<file path="config.mk">
export PLATFORM = sky130hd
export DESIGN_NAME = weight_dma_loader
export DESIGN_NICKNAME = d
export VERILOG_FILES = /design/src/rtl/weight_dma_loader.sv
export SDC_FILE = /design/constraint.sdc
export NUM_CORES = 1
export LEC_CHECK = 0
export ABC_AREA = 1
export BUFFER_PORTS_ARGS = -buffer_cell sky130_fd_sc_hd__buf_2
export CORE_ASPECT_RATIO = 2
export CORE_MARGIN = 10
export CORE_UTILIZATION = 45
export DETAILED_ROUTE_END_ITERATION = 7
export PLACE_DENSITY_LB_ADDON = 0.15
export RECOVER_POWER = 50
export SYNTH_ARGS = -nofsm -noshare
export SYNTH_HDL_FRONTEND = slang
export SYNTH_SLANG_ARGS = --single-unit
export TNS_END_PERCENT = 50
</file>
<file path="constraint.sdc">
create_clock -name clk -period 8.15 [get_ports clk]
set_input_delay 2.445 -clock clk [delete_from_list [all_inputs] [get_ports clk]]
set_output_delay 2.445 -clock clk [all_outputs]
set_load 0.03 [all_outputs]
</file>
<file path="src/rtl/weight_dma_loader.sv">
// Weight DMA loader: packs half-width stream beats into full SRAM words for the
// inactive bank, then issues a bank swap once compute has released the active bank.
module weight_dma_loader #(
    parameter int SRAM_ADDR_W = 10,
    parameter int SRAM_WIDTH  = 64
) (
    input  logic                    clk,
    input  logic                    rst_n,
    input  logic                    start_i,
    input  logic [SRAM_ADDR_W:0]    tile_words_i,
    input  logic                    s_tvalid_i,
    output logic                    s_tready_o,
    input  logic [SRAM_WIDTH/2-1:0] s_tdata_i,
    input  logic                    s_tlast_i,
    input  logic                    compute_done_i,
    output logic                    wr_en_o,
    output logic [SRAM_ADDR_W-1:0]  wr_addr_o,
    output logic [SRAM_WIDTH-1:0]   wr_data_o,
    output logic                    bank_swap_o,
    output logic                    busy_o,
    output logic                    done_o,
    output logic                    len_err_o
);
    localparam int HALF_W = SRAM_WIDTH / 2;
    localparam logic [SRAM_ADDR_W:0] SRAM_DEPTH = {1'b1, {SRAM_ADDR_W{1'b0}}};
    localparam logic [SRAM_ADDR_W:0] WORD_ONE   = {{SRAM_ADDR_W{1'b0}}, 1'b1};

    typedef enum logic [1:0] {IDLE, LOAD, WAIT_SWAP, SWAP} state_e;

    state_e                state_q, state_d;
    logic [SRAM_ADDR_W:0]  len_q, len_d;
    logic [SRAM_ADDR_W:0]  word_q, word_d;
    logic                  odd_q, odd_d;
    logic                  swap_ok_q, swap_ok_d;
    logic                  wr_en_q, wr_en_d;
    logic                  len_err_q, len_err_d;
    logic [HALF_W-1:0]     lo_q;
    logic [SRAM_ADDR_W-1:0] wr_addr_q;
    logic [SRAM_WIDTH-1:0] wr_data_q;
    logic                  lo_load;
    logic                  wr_load;
    logic                  final_beat;

    always_ff @(posedge clk or negedge rst_n) begin
        if (!rst_n) begin
            state_q   <= IDLE;
            len_q     <= '0;
            word_q    <= '0;
            odd_q     <= 1'b0;
            swap_ok_q <= 1'b1;
            wr_en_q   <= 1'b0;
            len_err_q <= 1'b0;
        end else begin
            state_q   <= state_d;
            len_q     <= len_d;
            word_q    <= word_d;
            odd_q     <= odd_d;
            swap_ok_q <= swap_ok_d;
            wr_en_q   <= wr_en_d;
            len_err_q <= len_err_d;
        end
    end

    // Datapath registers are only meaningful while wr_en is high, so they carry no reset.
    always_ff @(posedge clk) begin
        if (lo_load) begin
            lo_q <= s_tdata_i;
        end
        if (wr_load) begin
            wr_addr_q <= word_q[SRAM_ADDR_W-1:0];
            wr_data_q <= {s_tdata_i, lo_q};
        end
    end

    assign final_beat = odd_q && (word_q == len_q - WORD_ONE);

    always_comb begin
        state_d     = state_q;
        len_d       = len_q;
        word_d      = word_q;
        odd_d       = odd_q;
        swap_ok_d   = swap_ok_q;
        wr_en_d     = 1'b0;
        len_err_d   = 1'b0;
        lo_load     = 1'b0;
        wr_load     = 1'b0;
        s_tready_o  = (state_q == LOAD);
        busy_o      = (state_q != IDLE);
        bank_swap_o = (state_q == SWAP);
        done_o      = (state_q == SWAP);

        case (state_q)
            IDLE: begin
                if (start_i) begin
                    if (tile_words_i != '0 && tile_words_i <= SRAM_DEPTH) begin
                        len_d   = tile_words_i;
                        word_d  = '0;
                        odd_d   = 1'b0;
                        state_d = LOAD;
                    end else begin
                        len_err_d = 1'b1;
                    end
                end
            end
            LOAD: begin
                if (s_tvalid_i) begin
                    // An early tlast aborts the tile without writing the beat it arrived on.
                    if (s_tlast_i && !final_beat) begin
                        len_err_d = 1'b1;
                        state_d   = IDLE;
                    end else if (!odd_q) begin
                        lo_load = 1'b1;
                        odd_d   = 1'b1;
                    end else begin
                        wr_en_d = 1'b1;
                        wr_load = 1'b1;
                        word_d  = word_q + WORD_ONE;
                        odd_d   = 1'b0;
                        if (final_beat) begin
                            state_d   = WAIT_SWAP;
                            len_err_d = !s_tlast_i;
                        end
                    end
                end
            end
            WAIT_SWAP: begin
                if (swap_ok_q || compute_done_i) begin
                    state_d = SWAP;
                end
            end
            SWAP: begin
                state_d = IDLE;
            end
            default: begin
                state_d = IDLE;
            end
        endcase

        if (compute_done_i) begin
            swap_ok_d = 1'b1;
        end else if (state_q == SWAP) begin
            swap_ok_d = 1'b0;
        end
    end

    assign wr_en_o   = wr_en_q;
    assign wr_addr_o = wr_addr_q;
    assign wr_data_o = wr_data_q;
    assign len_err_o = len_err_q;

endmodule

</file>
Yosys cells after proc, flatten, opt, wreduce, memory -nomap -nowiden. Index checks and enable logic that the tools add are counted.

Memories kept: 0. Bits in read-only memories: 0. Logic and storage cells: 76. Output and inout bits: 80. RAM bits: 0. Bits in latches: 0. Bits in registers: 134.

Shifts and indexed selects: 0. Multiply operators: 0. Reduce and logical (&&, ||, !) cells: 15. Multiplexer cells: 36. Equal/unequal tests: 12. $add $sub $neg: 2. Divide/modulo/power cells: 0. Bitwise gates (word level): 0. Order comparisons: 1.

Operators by type and width (number): two-way mux 11 bit (5); case mux 11 bit (2 select lines) (1); two-way mux 1 bit (20); two-way mux 2 bit (7); AND reduction 6 bit (2); adder 11 x 1 -> 11 bit (second input constant) (1); == test 11 bit (1); less-or-equal comparator 11 bit (second input constant) (1); nonzero test 11 bit (1); subtractor 11 x 1 -> 11 bit (second input constant) (1); != test 2 bit (second input constant) (5); case mux 2 bit (4 select lines) (1); != test 3 x 1 -> 1 bit (second input constant) (2); nonzero test 2 bit (3); AND reduction 5 bit (1); == test 2 bit (second input constant) (2); case mux 1 bit (2 select lines) (2); logical AND 1 bit (3); AND reduction 3 bit (1); == test 2 x 1 -> 1 bit (second input constant) (1); zero test 1 bit (2); zero test 2 bit (1); != test 2 x 1 -> 1 bit (second input constant) (1); logical OR 1 bit (1).

Depth between registers and ports, before layout. Gate-level depths: netlist (run 1).

Word-level depth: 8. Gate-level depth with buffers: 15. Gate-level depth less buffers: 14.

Least setup slack after synthesis (run 1). Ideal clock, no wire load.

Kind: input port to flip-flop. From: input port s_tvalid_i. To: register wr_en_q (netlist: wr_en_o). Path buffers: 0. Cell stages on the path: 4. Required time: 7502 ps. Arrival: 7713 ps. Setup slack: -210 ps. Library setup time: 648 ps. Cell sequence: inv_1 -> nor2_1 -> inv_1 -> nor3_1.

Word-level cells in the longest chain between the ends: 2.

Ends and longest elaborated chain: start, declared (line 11) `input logic s_tvalid_i,`; two-way mux 1 bit (line 106) `if (s_tvalid_i) begin`; two-way mux 1 bit (line 92) `case (state_q)`; net wr_en_d (line 35) `logic wr_en_q, wr_en_d;`; end signal, assigned (line 59) `wr_en_q <= wr_en_d;`; end, declared (line 35).

The timed path passes the listed nets, and every way through them passes these cells. A chain may end at the register's enable or synchronous reset.

==> summary.md, run 1 <==
| Metric | Value |
|---|---|
| Pin slew with the least headroom to its limit | `between 1.5 and 2 ns` |
| Critical path origin | `tile_words_i[0]` |
| Endpoint type of the worst setup path | `flip-flop` |
| Type of the worst min-delay path | `flip-flop to flip-flop` |
| Syn_area_per_cell | `between 10 and 15 sq um` |
| Share of synthesized area spent on multiplexers | `less than 1%` |
| Stages on worst setup path | `11` |
| Top cell type by total area after synthesis | `edfxtp_1` |
| R2R Path Start | `len_q[0]` |
| Core area | `0.0113 sq mm` |
| Area post-placement | `0.00595 sq mm` |
| Crit start category | `primary input` |
| Largest family of logic cells by synthesized area | `simple AND/OR/NAND/NOR gates` |
| Max H-tree Level | `4` |
| Drt wl/cell | `between 15 and 20 microns` |
| Final Cell Area | `0.00647 sq mm` |
| Async set or reset register ratio after synthesis | `about a fifth` |
| Number of top-level pins | `roughly 130` |
| Post-Syn Area | `roughly 0.0052 sq mm` |
| Result of the run | `complete, but fails checks` |
| ANT nets after route | `0` |
| Final worst clock skew | `0.00942 ns` |
| Min Tclk post-route | `between 5 and 6 ns` |
| DR iter-0 viols | `between 100 and 150` |
| Number of hold violations in the final report | `0` |
| Leakage power figure | `0.00258 uW` |
| Cell count after synthesis | `approximately 400` |
| Detail-routed via count per cell | `between 4 and 5` |
| Initial antenna violation count | `0` |
| Cell class contributing the biggest share of worst-path delay | `simple AND/OR/NAND/NOR gates` |
| Most frequent cells after synthesis | `edfxtp_1, nand2_1, inv_1, nor2_1, dfrtp_1` |
| Fill cell instance count of the final layout | `slightly below 1000` |
| Cell types with the largest area share after synthesis | `edfxtp_1, dfrtp_1, nand2_1` |
| Vias after detailed routing | `3373` |
| Vertical extent of the die | `~170 microns` |
| Required time of the critical path | `between 8 and 9 ns` |
| Number of synthesized flops with an enable pin | `~110` |
| Number of setup buffers added after CTS | `0` |
| Number of buffers inserted during clock tree synthesis | `17` |
| Synth-to-Final Area Change | `25.3%` |
| Pre-antenna DRT Iters | `4` |
| Buffers and inverters on the worst path | `2` |
| Maximum Capacitance Violations | `1` |
| Adder-cell share of the synthesized area | `less than 1%` |
| Worst EP arrival | `~5.1 ns` |
| Deepest clock path buffer count | `2` |
| Pwr Density | `321 mW/mm^2` |
| Diode count | `0` |
| Maximum fanout count along the critical path | `32` |
| Clk_lat worst skew | `between 0.4 and 0.5 ns` |
| GRT Overall Usage | `between 10% and 20%` |
| Last weighted congestion value of the routability-driven placer | `0.938` |
| Overall overflow remaining after global route | `0` |
| Largest net degree at the start of global routing | `between 70 and 80` |
| TNS Setup | `0 ns` |
| Number of I/O port buffers | `128` |
| Synth Area in Simple Gates | `about 16%` |
| Number of nets in the layout | `between 500 and 600` |
| Initial Utilization | `between 40 and 50%` |
| Largest incremental delay on the critical path | `0.71 ns` |
| Root Buffer Master | `clkbuf_16` |
| CTS tree | `yes` |
| CTS resizes | `0` |
| Routed wire length | `~11 mm` |
| Synth Net Count | `452` |
| Share of the synthesized area in the top cell type | `61.7%` |
| Warnings from Yosys | `0` |
| Max-slew violation count | `29` |
| Xor-xnor portion of the synthesized cell area | `1.87%` |
| Prevailing post-synth register cell | `edfxtp_1` |
| Slowest cell on the critical path | `nor2_4` |
| Layout cells sized above 1 | `just over 20%` |
| Synth Area in Compound Gates | `under 10%` |
| Die ar. | `roughly 0.016 sq mm` |
| Destination of the critical timing path | `lo_q[1]` |
| Die Width | `95.7 microns` |
| Reg2reg setup slack | `between 5 and 6 ns` |
| R2r worst-path depth | `13` |
| Ordered list of cells on the worst path | `buf_2 > inv_1 > nand2_1 > nor2_1 > nand3_1 > o21ai_0 > and2_0 > nand2_1 > nand2_1 > nand2_1 > nor2_4` |
| Number of flip-flops and latches in the synthesized netlist | `around 130` |
| Clock slew at the register clock pins of the worst setup and hold paths | `0.06 ns` |
| Number of buffers inserted by hold repair at cts | `0` |
| Worst r2r dst | `lo_q[1]` |
| Violations in the final reports | `max-capacitance violations, max-slew violations` |
| Wire length of the first global-routing pass | `~17 mm` |
| Number of cell rows | `55` |
| Most repeated library cell on the critical path | `nand2_1` |
| Setup-failing EPs final | `0` |
| Number of clock sinks | `134` |
| Worst IR drop on VDD | `roughly 0.00018 V` |
| Share of the clock period used by the worst path | `slightly above 60%` |
| CP Class | `primary input to flip-flop` |
| Post-DP HPWL | `8.45 mm` |
| Unrepaired setup endpoints after global routing | `false` |
| Dominant cell by count in the synthesized netlist | `edfxtp_1` |
| Relative slew margins | `-5.34%` |
| DR DRC count | `0` |
| Count of different cell masters after synthesis | `30` |
| Max Clk Rate | `slightly below 200 MHz` |
| Number of global-route vias before repair | `around 3400` |
| Register area share after synthesis | `75.3%` |
per-stage QoR:
step	setup WS (ns)	hold WS [ns]	power (uW)	instances	utilization, %
floorplan	2.11	0.400	1220	401	-
global placement	2.75	0.401	1330	664	52.8
CTS	3.08	0.416	2100	696	58.0
detailed placement	2.65	0.405	1340	664	52.8
finish	3.10	0.414	2080	696	57.3
global route	2.66	0.420	2180	696	57.3
layer usage:
layer | share of wire [%] | vias up | track usage [%]
li1 | - | 1648 | -
met3 | 6.6 | 24 | 3.71
met4 | 3.5 | 0 | 8.19
met2 | 56 | 106 | 25.2
met1 | 34 | 1595 | 12.8
met5 | 0 | - | 0
where the power goes:
part / internal [uW] / total, uW / switching [uW]
Combinational: 121 / 423 / 302
Clock: 459 / 754 / 294
Sequential: 837 / 899 / 62.2
worst min path at each step:
stage / start / to / slack (ns) / cells after the start
2_1_floorplan: lo_q[0] / wr_data_o[0] / 0.40 / 0
3_3_place_gp: lo_q[8] / wr_data_o[8] / 0.40 / 0
3_5_place_dp: lo_q[20] / wr_data_o[20] / 0.40 / 0
4_1_cts: lo_q[8] / wr_data_o[8] / 0.42 / 0
5_1_grt: lo_q[14] / wr_data_o[14] / 0.42 / 0
6_report: lo_q[26] / wr_data_o[26] / 0.41 / 0
state kept, by name (all words and copies together) (netlist names), 10 cells and up, named ones only:
register   cells
wr_data_o     64
lo_q          32
word_q        11
len_q         11
wr_addr_o     10
kinds of logic after synthesis:
logic type	after synthesis
adder cells (fa/ha/maj)	2
AO/OA/AOI/OAI	19
buffers and inverters	48
multiplexers	3
XOR/XNOR	11
AND/OR/NAND/NOR	184
flip-flops	134
cell usage in the layout (no fill, tap or decap), types with 12 or more instances in the layout:
cell type / Yosys / final
nand2_1: 91 / 91
o21ai_0: 12 / 12
inv_1: 40 / 40
nand4_1: 13 / 13
edfxtp_1: 106 / 106
clkbuf_1: 1 / 67
nand3_1: 20 / 20
nor2_1: 40 / 39
dfrtp_1: 27 / 27
buf_2: 4 / 62
clkbuf_16: 0 / 17
layout make-up:
| class | instances | area, sq um | area share (%) |
|---|---|---|---|
| Sequential cell | 134 | 3880 | 60.1 |
| Clock inverter | 14 | 166 | 2.57 |
| Inverter | 40 | 150 | 2.32 |
| Multi-Input combinational cell | 219 | 1090 | 16.9 |
| Timing Repair Buffer | 129 | 566 | 8.74 |
| Clock buffer | 18 | 429 | 6.64 |
| Tap cell | 142 | 178 | 2.75 |
Note: power is estimated with default switching activity, not from simulation.
==> inputs of run 2 (changes only) <==
--- a/config.mk
+++ b/config.mk
@@ -5,7 +5,7 @@
 export SDC_FILE = /design/constraint.sdc
 export NUM_CORES = 1
 export LEC_CHECK = 0
-export ABC_AREA = 1
+export ABC_AREA = 0
 export BUFFER_PORTS_ARGS = -buffer_cell sky130_fd_sc_hd__buf_2
 export CORE_ASPECT_RATIO = 2
 export CORE_MARGIN = 10
==> constraint.sdc (replaced) <==
create_clock -name clk -period 5.2 [get_ports clk]
set_input_delay 1.56 -clock clk [delete_from_list [all_inputs] [get_ports clk]]
set_output_delay 1.56 -clock clk [all_outputs]
set_load 0.03 [all_outputs]
==> run 2 against run 1 <==
  * Largest cell class unchanged
  * Sequential power increased by 50%
  * Register-to-register slack worse by 3.3 ns
  * First-iteration DRC count fell by 14%
  * Critical path type is now flip-flop to flip-flop
  * Sequential share of layout area up 1.2 points
  * Flip-flop and latch count is the same
  * Largest power group unchanged
  * Clock power rose by 55%
  * The run still ends with max-capacitance violations, max-slew violations left
  * Combinational power about the same
==> summary.md, run 2 <==
| Metric | Value |
|---|---|
| Drt wl/cell | `approximately 17 microns` |
| Initial Utilization | `between 40% and 50%` |
| Number of cell rows | `54` |
| Routed wire length | `about 11 mm` |
| Initial antenna violation count | `2` |
| Largest net degree at the start of global routing | `around 70` |
| Most frequent cells after synthesis | `edfxtp_1, nand2_1, dfrtp_1, nor2_1, nand3_1` |
| Clock slew at the register clock pins of the worst setup and hold paths | `approximately 0.06 ns` |
| Number of clock sinks | `134` |
| Number of setup buffers added after CTS | `0` |
| Setup-failing EPs final | `0` |
| TNS Setup | `0 ns` |
| Final worst clock skew | `a little over 0.008 ns` |
| Die ar. | `~0.016 sq mm` |
| Register area share after synthesis | `about 77%` |
| Number of global-route vias before repair | `around 3200` |
| Type of the worst min-delay path | `flip-flop to flip-flop` |
| Worst EP arrival | `approximately 3.5 ns` |
| Overall overflow remaining after global route | `0` |
| CTS resizes | `0` |
| GRT Overall Usage | `roughly 14%` |
| Clk_lat worst skew | `0.40 ns` |
| Adder-cell share of the synthesized area | `0.498%` |
| Die Width | `between 90 and 100 microns` |
| Wire length of the first global-routing pass | `around 17 mm` |
| Number of buffers inserted during clock tree synthesis | `17` |
| Max reg flops | `64` |
| Prevailing post-synth register cell | `edfxtp_1` |
| Synth Net Count | `368` |
| Max H-tree Level | `4` |
| Non-filler instance count after layout | `approximately 600` |
| Async set or reset register ratio after synthesis | `a little over a fifth` |
| Number of buffers inserted by hold repair at cts | `0` |
| Share of the synthesized area in the top cell type | `a little under two thirds` |
| Synth Area in Compound Gates | `about 4.4%` |
| DR DRC count | `0` |
| Leakage power figure | `0.00242 uW` |
| Layout cells sized above 1 | `roughly a quarter` |
| Detail-routed via count per cell | `5.02` |
| CP Class | `flip-flop to flip-flop` |
| Result of the run | `complete, but fails checks` |
| Required time of the critical path | `between 5 and 6 ns` |
| Number of flip-flops and latches in the synthesized netlist | `roughly 130` |
| Number of hold violations in the final report | `0` |
| Endpoint type of the worst setup path | `flip-flop` |
| Pin slew with the least headroom to its limit | `~1.6 ns` |
| Max Clk Rate | `roughly 290 MHz` |
| Warnings from Yosys | `0` |
| Maximum Capacitance Violations | `1` |
| Dominant cell by count in the synthesized netlist | `edfxtp_1` |
| Worst IR drop on VDD | `between 0.0002 and 0.0003 V` |
| Violations in the final reports | `max-capacitance violations, max-slew violations` |
| Pre-antenna DRT Iters | `4` |
| Root Buffer Master | `clkbuf_16` |
| Cell count after synthesis | `approximately 320` |
| Number of top-level pins | `129` |
| Count of different cell masters after synthesis | `51` |
| Relative slew margins | `-6.00%` |
| ANT nets after route | `0` |
| Share of the clock period used by the worst path | `between 60% and 70%` |
| Maximum fanout count along the critical path | `70` |
| CTS tree | `yes` |
| Deepest clock path buffer count | `2` |
| Fill cell instance count of the final layout | `948` |
| Pwr Density | `roughly 460 mW/mm^2` |
| Number of nets in the layout | `508` |
| Worst Hold Path Cells | `0` |
| Post-DP HPWL | `between 7 and 8 mm` |
| Number of synthesized flops with an enable pin | `106` |
| R2r worst-path depth | `8` |
| Synth Area in Simple Gates | `a little under an eighth` |
| Largest family of logic cells by synthesized area | `simple AND/OR/NAND/NOR gates` |
| Min Tclk post-route | `roughly 3.4 ns` |
| Cell types with the largest area share after synthesis | `edfxtp_1, dfrtp_1, nand2_1` |
| Cell count after placement | `578` |
| Core area | `~0.011 sq mm` |
| Share of synthesized area spent on multiplexers | `about 2%` |
| Post-Syn Area | `0.00502 sq mm` |
| Final core utilization | `57.9%` |
| Most common cell after layout, fill and taps aside | `edfxtp_1` |
| Last weighted congestion value of the routability-driven placer | `approximately 0.86` |
| DR iter-0 viols | `roughly 120` |
| Xor-xnor portion of the synthesized cell area | `2.54%` |
| Syn_area_per_cell | `around 16 sq um` |
| Highest-count cells in the layout ignoring fill and taps | `edfxtp_1, buf_2, clkbuf_1` |
| Number of I/O port buffers | `between 100 and 150` |
| Vias after detailed routing | `a little over 3000` |
| Unrepaired setup endpoints after global routing | `false` |
| Vertical extent of the die | `about 170 microns` |
| Max-slew violation count | `29` |
| Top cell type by total area after synthesis | `edfxtp_1` |
| Synth-to-Final Area Change | `26.2%` |
| Crit start category | `flip-flop` |
run 2: cell types whose count changed in the layout (fill, tap and decap cells not counted), moves of 9 or more:
| cell | change |
|---|---|
| nand2_1 | -47 |
| nor2_1 | -27 |
| mux2i_1 | +10 |
| nand3_1 | -9 |
| buf_2 | +12 |
| inv_1 | -34 |
| clkbuf_1 | -12 |
run 2: cell families (layout without fill, tap and decap cells):
group / after synthesis / after routing
DFF: 134 / 134
and+or+nand+nor: 110 / 110
AOI/OAI and AO/OA: 31 / 31
buffers and inverters: 17 / 170
xor gates and xnor gates: 13 / 13
muxes: 10 / 10
adders and majority gates: 2 / 2
other: 0 / 2
run 2: final timing paths:
path	from	end	slack [ns]
setup / recovery	len_q[2]	wr_addr_o[8]	1.81
hold / removal	lo_q[1]	wr_data_o[1]	0.41
setup reg to reg	len_q[2]	wr_addr_o[8]	1.81
hold reg to reg	lo_q[1]	wr_data_o[1]	0.41
max in group asynchronous	rst_n	word_q[10]	2.72
min in group asynchronous	rst_n	len_err_o	1.54
run 2: cell type report:
class	count	area, sq um	share of cell area (%)
clock inverter	14	163	2.57
multi-input combinational	166	1050	16.5
inverter	7	26.3	0.415
sequential	134	3880	61.3
antenna	2	5.00	0.0790
timing repair buffer	131	608	9.59
tap	140	175	2.76
clock buffer	18	429	6.77
run 2: worst max-delay path, cell delays in order, from the launching register on:
cell and delay (ns):
dfrtp_1 0.47, or3_4 0.45, or4_4 0.49, a21oi_2 0.18, o211ai_2 0.14, o31ai_1 0.48, nand2_1 0.23, inv_2 0.21
buf_12 0.34
run 2: metrics by stage:
step                total power (uW)  cell area (sq um)  setup WS [ns]  hold WS, ns
finish                          2950               6340           1.81        0.413
CTS                             2990               6400           1.81        0.415
global placement                1790               5810           1.67        0.400
detailed placement              1800               5810           1.64        0.405
global route                    3090               6340           1.64        0.423
floorplan                       1670               5020          0.444        0.400
run 2: power by group:
group | internal [uW] | switching, uW
Sequential | 1260 | 87.6
Combinational | 151 | 270
Clock | 720 | 455
Total | 2140 | 812
run 2: metal layers:
| layer | track usage [%] | share of wire, % | vias up |
|---|---|---|---|
| met5 | 0 | 0 | - |
| met4 | 7.98 | 3.7 | 0 |
| met3 | 4.21 | 7.0 | 20 |
| met2 | 24.0 | 54 | 103 |
| met1 | 13.3 | 35 | 1474 |
| li1 | - | - | 1473 |
